[config.mk]
export PLATFORM = sky130hd
export DESIGN_NAME = pipe_hazard_unit
export DESIGN_NICKNAME = d
export VERILOG_FILES = /design/src/rtl/pipe_hazard_unit_pkg.sv /design/src/rtl/pipe_hazard_unit_sat_counter.sv /design/src/rtl/pipe_hazard_unit.sv
export SDC_FILE = /design/constraint.sdc
export NUM_CORES = 1
export LEC_CHECK = 0
export CORE_UTILIZATION = 30
export DETAILED_ROUTE_END_ITERATION = 12
export GPL_TIMING_DRIVEN = 0
export REMOVE_ABC_BUFFERS = 1
export SETUP_SLACK_MARGIN = 0.4
export SYNTH_ARGS = -nofsm -noshare
export SYNTH_HDL_FRONTEND = slang
export SYNTH_SLANG_ARGS = --single-unit
export TNS_END_PERCENT = 5
[constraint.sdc]
create_clock -name clk -period 6.9 [get_ports clk]
set_input_delay 0.69 -clock clk [delete_from_list [all_inputs] [get_ports clk]]
set_output_delay 0.69 -clock clk [all_outputs]
set_load 0.005 [all_outputs]
[src/rtl/pipe_hazard_unit_pkg.sv]
// ---------------------------------------------------------------------------
// pipe_hazard_unit_pkg: shared scoreboard types and defaults. Rev 1.0
// ---------------------------------------------------------------------------
`default_nettype none

package pipe_hazard_unit_pkg;

  localparam int DEFAULT_DEPTH     = 3;
  localparam int DEFAULT_LOAD_DIST = 2;
  localparam int FWD_RF            = 0;

  // rd is stored zero-extended so the entry type stays independent of the register width
  localparam int RD_MAX_W = 16;

  typedef struct packed {
    logic                valid;
    logic                wr;
    logic [RD_MAX_W-1:0] rd;
    logic                load;
  } sb_entry_t;

endpackage

`default_nettype wire

[src/rtl/pipe_hazard_unit_sat_counter.sv]
// ---------------------------------------------------------------------------
// pipe_hazard_unit_sat_counter: enable-driven up-counter that sticks at max. Rev 1.0
// ---------------------------------------------------------------------------
`default_nettype none

module pipe_hazard_unit_sat_counter #(
  parameter int CNT_BITS = 16
) (
  input  logic                clk,
  input  logic                reset,
  input  logic                en_i,
  output logic [CNT_BITS-1:0] count_o
);

  logic [CNT_BITS-1:0] count_q;

  always_ff @(posedge clk or posedge reset) begin
    if (reset) begin
      count_q <= '0;
    end else if (en_i && (count_q != {CNT_BITS{1'b1}})) begin
      count_q <= count_q + 1'b1;
    end
  end

  assign count_o = count_q;

endmodule

`default_nettype wire

[src/rtl/pipe_hazard_unit.sv]
// ---------------------------------------------------------------------------
// pipe_hazard_unit: scoreboard-based operand forwarding and load-use stall. Rev 1.0
// ---------------------------------------------------------------------------
`default_nettype none

module pipe_hazard_unit
  import pipe_hazard_unit_pkg::*;
#(
  parameter int REG_INDEX_BIT_WIDTH = 4,
  parameter int NUM_SRC             = 2,
  parameter int DEPTH               = DEFAULT_DEPTH,
  parameter int LOAD_DIST           = DEFAULT_LOAD_DIST,
  parameter int CNT_BITS            = 16
) (
  input  logic                                   clk,
  input  logic                                   reset,
  input  logic                                   dec_valid,
  input  logic [NUM_SRC*REG_INDEX_BIT_WIDTH-1:0] dec_src,
  input  logic [NUM_SRC-1:0]                     dec_src_used,
  input  logic [REG_INDEX_BIT_WIDTH-1:0]         dec_rd,
  input  logic                                   dec_wr_reg,
  input  logic                                   dec_is_load,
  input  logic                                   flush,
  input  logic                                   freeze,
  output logic                                   stall,
  output logic [NUM_SRC*$clog2(DEPTH+1)-1:0]     fwd_sel,
  output logic [CNT_BITS-1:0]                    stall_count,
  output logic [CNT_BITS-1:0]                    flush_count
);

  localparam int SEL_W = $clog2(DEPTH+1);
  localparam int W     = REG_INDEX_BIT_WIDTH;

  sb_entry_t          sb_q [DEPTH];
  sb_entry_t          sb_d [DEPTH];
  logic [NUM_SRC-1:0] lu_hit;

  for (genvar i = 0; i < NUM_SRC; i++) begin : g_src
    logic [RD_MAX_W-1:0] src;
    logic [SEL_W-1:0]    sel;
    logic                ld_hit;

    assign src = RD_MAX_W'(dec_src[i*W +: W]);

    // Walk oldest to youngest so the nearest producer overrides older matches
    always_comb begin
      sel    = SEL_W'(FWD_RF);
      ld_hit = 1'b0;
      for (int k = DEPTH-1; k >= 0; k--) begin
        if (dec_src_used[i] && sb_q[k].valid && sb_q[k].wr && (sb_q[k].rd == src)) begin
          sel    = SEL_W'(k+1);
          ld_hit = sb_q[k].load && ((k+1) < LOAD_DIST);
        end
      end
    end

    assign fwd_sel[i*SEL_W +: SEL_W] = sel;
    assign lu_hit[i]                 = ld_hit;
  end

  assign stall = (|lu_hit) && dec_valid && !flush && !freeze;

  always_comb begin
    sb_d          = sb_q;
    sb_d[0].valid = dec_valid && !stall && !flush;
    sb_d[0].wr    = dec_wr_reg;
    sb_d[0].rd    = RD_MAX_W'(dec_rd);
    sb_d[0].load  = dec_is_load;
    for (int k = 1; k < DEPTH; k++) begin
      sb_d[k] = sb_q[k-1];
    end
  end

  always_ff @(posedge clk or posedge reset) begin
    if (reset) begin
      for (int k = 0; k < DEPTH; k++) begin
        sb_q[k] <= '0;
      end
    end else if (!freeze) begin
      sb_q <= sb_d;
    end
  end

  pipe_hazard_unit_sat_counter #(.CNT_BITS(CNT_BITS)) u_stall_cnt (
    .clk     (clk),
    .reset   (reset),
    .en_i    (stall),
    .count_o (stall_count)
  );

  pipe_hazard_unit_sat_counter #(.CNT_BITS(CNT_BITS)) u_flush_cnt (
    .clk     (clk),
    .reset   (reset),
    .en_i    (flush && !freeze),
    .count_o (flush_count)
  );

endmodule

`default_nettype wire

==> impl_metrics.prom, run 1 <==
# TYPE chip_impl_metric gauge
chip_impl_metric{name="fin_area",unit="mm2"} 0.00336
chip_impl_metric{name="power.share.combinational",unit="%"} 18.1
chip_impl_metric{name="detail_route.drc_violations",unit=""} 0
chip_impl_metric{name="stdcell_count",unit=""} 395
chip_impl_info{name="start_point_of_the_worst_min_delay_path",value="u_stall_cnt.count_o[11]$_DFFE_PP0P_"} 1
chip_impl_metric{name="p_int",unit="mW"} 0.517
chip_impl_metric{name="synth_top_cell_area_share",unit="%"} 49.7
chip_impl_metric{name="postCtsHoldBufs",unit=""} 0
chip_impl_metric{name="fin_total_pwr",unit="mW"} 0.694
chip_impl_metric{name="detailroute.via_count",unit=""} 1849
chip_impl_metric{name="clock_sinks",unit=""} 51
chip_impl_metric{name="setup_slack_of_the_most_critical_reg_to_reg_path",unit="ps"} 4350
chip_impl_metric{name="required",unit="ps"} 6210
chip_impl_metric{name="grt_start_max_net_pins",unit=""} 28
chip_impl_metric{name="dp.cells",unit=""} 388
chip_impl_metric{name="netlist_area",unit="mm2"} 0.00257
chip_impl_metric{name="drt_iter0_drc",unit=""} 43
chip_impl_metric{name="cp_max_fo",unit=""} 4
chip_impl_metric{name="ys.warnings.count",unit=""} 0
chip_impl_metric{name="maxSlewViolCount",unit=""} 0
chip_impl_metric{name="hold_ws",unit="ps"} 490
chip_impl_metric{name="gp_routability_congestion",unit=""} 0.809
chip_impl_metric{name="place.detailed.hpwl",unit="mm"} 3.90
chip_impl_metric{name="area_growth_from_synthesis_to_layout",unit="%"} 30.6
chip_impl_info{name="critical_path.slowest_cell",value="clkdlybuf4s50_1"} 1
chip_impl_metric{name="postRouteWirelength",unit="mm"} 5.18
chip_impl_metric{name="timing.hold.worst_path_depth",unit=""} 1
chip_impl_metric{name="wire_per_inst",unit="um"} 13.1
chip_impl_metric{name="synthArstFlopShare",unit="%"} 100
chip_impl_metric{name="maxSlewHeadroom",unit="%"} 38.1
chip_impl_metric{name="antenna_found_initial",unit=""} 0
chip_impl_metric{name="die_height",unit="um"} 94.6
chip_impl_info{name="holdCritPathClass",value="reg2reg"} 1
chip_impl_metric{name="sequential_element_share_of_the_synthesized_area",unit="%"} 49.7
chip_impl_info{name="setup.worst_path.end_class",value="output pin"} 1
chip_impl_metric{name="clockPowerShare",unit="%"} 28.2
chip_impl_metric{name="worst_skew_pair.late_latency",unit="ps"} 290
chip_impl_metric{name="global_route_wire_length_before_repair",unit="mm"} 9.01
chip_impl_metric{name="io_buffers",unit=""} 57
chip_impl_metric{name="groute.usage.overall",unit="%"} 12.9
chip_impl_info{name="worst_reg2reg_path_startpoint",value="sb_d[21]$_DFFE_PP0N_"} 1
chip_impl_metric{name="syn-mean-instance-area",unit="um2"} 11.0
chip_impl_info{name="cts_tree",value="yes"} 1
chip_impl_metric{name="rr_worst_depth",unit=""} 6
chip_impl_info{name="yosysTopAreaCell",value="dfrtp_1"} 1
chip_impl_info{name="cts-root-buf",value="clkbuf_8"} 1
chip_impl_metric{name="dpl-instance-area",unit="mm2"} 0.00325
chip_impl_metric{name="cts-root-to-sink-buffers",unit=""} 2
chip_impl_metric{name="number_of_synthesized_flops_with_an_enable_pin",unit=""} 0
chip_impl_metric{name="worst_margin_slew",unit="ps"} 926
chip_impl_info{name="rsz0062_at_grt",value="no"} 1
chip_impl_metric{name="period_minus_slack",unit="ps"} 3820
chip_impl_metric{name="postSynthCellCount",unit=""} 233
chip_impl_info{name="cp_common_cell",value="clkdlybuf4s50_1"} 1
chip_impl_info{name="rr_endpoint",value="u_stall_cnt.count_o[13]$_DFFE_PP0P_"} 1
chip_impl_metric{name="global_route.overflow_total",unit=""} 0
chip_impl_metric{name="clock_skew",unit="ps"} 8.01
chip_impl_metric{name="peakVddDrop",unit="uV"} 131
chip_impl_info{name="crit_chain",value="clkdlybuf4s50_1 > nor2b_1 > a2111o_1 > or4_4 > a21oi_1 > clkdlybuf4s50_1"} 1
chip_impl_metric{name="nNetsFinal",unit=""} 313
chip_impl_metric{name="p_leak",unit="nW"} 1.42
chip_impl_metric{name="core",unit="mm2"} 0.00826
chip_impl_metric{name="worstPathArrival",unit="ps"} 3130
chip_impl_metric{name="initial_utilization",unit="%"} 31.1
chip_impl_metric{name="ff_latch_area",unit="mm2"} 0.00128
chip_impl_metric{name="routed_via_density",unit=""} 4.68
chip_impl_metric{name="pre_cts_ws",unit="ps"} 3060
chip_impl_metric{name="post-cts-setup-buffers",unit=""} 0
chip_impl_metric{name="power_density",unit="mW/mm2"} 207
chip_impl_metric{name="total_cts_buffers",unit=""} 5
chip_impl_metric{name="ios",unit=""} 58
chip_impl_metric{name="clk_transition_reported_paths",unit="ps"} 90
chip_impl_metric{name="timing.final.crit_share",unit="%"} 55.3
chip_impl_info{name="hold-path-endpoint",value="u_stall_cnt.count_o[11]$_DFFE_PP0P_"} 1
chip_impl_metric{name="netSwitchingFraction",unit="%"} 25.5
chip_impl_metric{name="fin_ws",unit="ps"} 3080
chip_impl_metric{name="drtAntennaViolNets",unit=""} 0
chip_impl_metric{name="floorplan.rows",unit=""} 33
chip_impl_metric{name="post_cts_resize_count",unit=""} 0
chip_impl_metric{name="seq_power_share",unit="%"} 53.7
chip_impl_info{name="synth-main-ff-cell",value="dfrtp_1"} 1
chip_impl_metric{name="netSwitchingPower",unit="mW"} 0.177
chip_impl_info{name="critPathLaunchType",value="primary input"} 1
chip_impl_metric{name="die_area",unit="mm2"} 0.00894
chip_impl_metric{name="drive_gt1_share",unit="%"} 11.7
chip_impl_metric{name="layout.filler_cells",unit=""} 807
chip_impl_metric{name="max_stage_delay",unit="ps"} 580
chip_impl_metric{name="area_occupied_by_multi_input_gates",unit="mm2"} 0.00122
chip_impl_info{name="yosys-top-cells-area",value="dfrtp_1, xor2_1, mux2_2, xnor2_1, nand4_1"} 1
chip_impl_metric{name="finalSetupTns",unit="ps"} 0
chip_impl_info{name="outcome",value="finished clean"} 1
chip_impl_metric{name="report.final.hold_viol_count",unit=""} 0
chip_impl_metric{name="via_count_of_the_first_global_routing_pass",unit=""} 1844
chip_impl_metric{name="max-cap-violations",unit=""} 0
chip_impl_metric{name="max_freq",unit="GHz"} 0.262
chip_impl_metric{name="router_iterations_before_antenna_repair",unit=""} 4
chip_impl_info{name="critical_path_class",value="in2out"} 1
chip_impl_metric{name="setup_viol_count_final",unit=""} 0
chip_impl_metric{name="die_w",unit="um"} 94.6
chip_impl_metric{name="synth-seq-cells",unit=""} 51
chip_impl_metric{name="yosysUniqueCellTypes",unit=""} 35
chip_impl_metric{name="ctsHtreeMaxLevel",unit=""} 2
chip_impl_metric{name="antenna_cells",unit=""} 0
chip_impl_metric{name="postLayoutCoreUtil",unit="%"} 40.7
synth_stat cells, types with 2 or more instances:
master    count
nor2_1       10
xnor2_1      19
nand2b_1      2
and4_1        3
dfrtp_1      51
nand3_1       8
or2_2         2
clkbuf_1      6
nor4_1        3
nor2b_1       4
inv_1        10
xor2_1       30
a21boi_0      2
nand2_1      20
o22ai_1       2
nor3_2        3
mux2_2       18
ha_1          2
nand4_1      16
o21ai_0       2
or4_1         5
and3_1        2
worst max-delay path: cells and delay by family:
kind / cells / cell delay (ps)
buf+inv: 2 / 1080
simple gates: 2 / 640
compound gates: 2 / 710
power groups by stage:
stage / Clock [mW] / Combinational [mW] / Sequential (mW)
2_1_floorplan: 0 / 0.0630 / 0.370
3_3_place_gp: 0 / 0.123 / 0.379
3_5_place_dp: 0 / 0.126 / 0.379
4_1_cts: 0.206 / 0.128 / 0.373
5_1_grt: 0.218 / 0.142 / 0.381
6_report: 0.196 / 0.125 / 0.373
logic make-up after synthesis:
logic type | synth area share, %
flip-flops | 49.7
AND/OR/NAND/NOR | 18.0
buffers and inverters | 2.92
XOR/XNOR | 16.7
AO/OA/AOI/OAI | 3.85
multiplexers | 7.89
adder cells (fa/ha/maj) | 0.974
layout make-up:
cell class	count	share of cell area (%)
Clock buffer	6	2.16
Clock inverter	1	0.895
Inverter	10	1.12
Multi-Input combinational cell	164	36.3
Sequential cell	51	38.0
Tap cell	105	3.91
Timing Repair Buffer	58	17.6
placed cells by master (no fill, tap or decap), drive strengths merged:
cell / Yosys / layout
dfrtp: 51 / 51
nor2: 10 / 10
clkbuf: 6 / 6
a21boi: 2 / 2
nor4: 3 / 3
o22ai: 2 / 2
ha: 2 / 2
or4: 6 / 6
o21a: 1 / 1
and2: 1 / 1
clkdlybuf4s50: 0 / 57
a221o: 1 / 1
bufinv: 0 / 1
o21ai: 2 / 2
a2111o: 1 / 1
xnor2: 19 / 19
buf: 2 / 1
nand3: 8 / 8
o41ai: 1 / 1
nand2: 20 / 20
nor2b: 4 / 4
o211ai: 1 / 1
or2: 2 / 2
and4: 3 / 3
o311a: 1 / 1
mux2: 18 / 18
nor3: 4 / 4
nand2b: 2 / 2
nand4: 16 / 16
xor2: 30 / 30
and4bb: 1 / 1
and3: 2 / 2
a21oi: 1 / 1
inv: 10 / 10
registers in the layout, indices dropped and copies added, names as in the netlist:
name,count
u_stall_cnt.count_o,16
sb_q,6
u_flush_cnt.count_o,16
sb_d,13
per-layer routing:
layer	up-vias	track usage (%)	routed length [um]
li1	924	-	-
met1	879	17.0	2460
met2	41	20.4	2330
met3	5	3.54	311
met4	0	4.55	79
met5	-	0	0
how the worst max path moves through the flow:
stage	depth (start not counted)	endpoint	slack, ps	start
floorplan	6	u_stall_cnt.count_o[15]$_DFFE_PP0P_	4300	dec_src[3]
detailed placement	6	stall	3060	dec_src[3]
finish	6	stall	3080	dec_src[3]
global route	6	stall	2970	dec_src[3]
CTS	6	stall	3060	dec_src[1]
global placement	6	stall	3090	dec_src[1]
(Power assumes the default switching activity.)
==> run 2, diff against run 1 <==
Clock period 6.9 ns to 3.9 ns, I/O delays scaled along.
==> results of run 2 <==
The final DEF is identical to that of run 1. Status: finished clean.
Among the figures that moved: setup slack after placement 3060 ps -> 660 ps; setup slack after layout 3080 ps -> 684 ps; hold slack 490 ps -> 459 ps; register-to-register setup slack 4350 ps -> 1350 ps; total power 0.694 mW -> 1.23 mW; worst IR drop on VDD 131 uV -> 233 uV
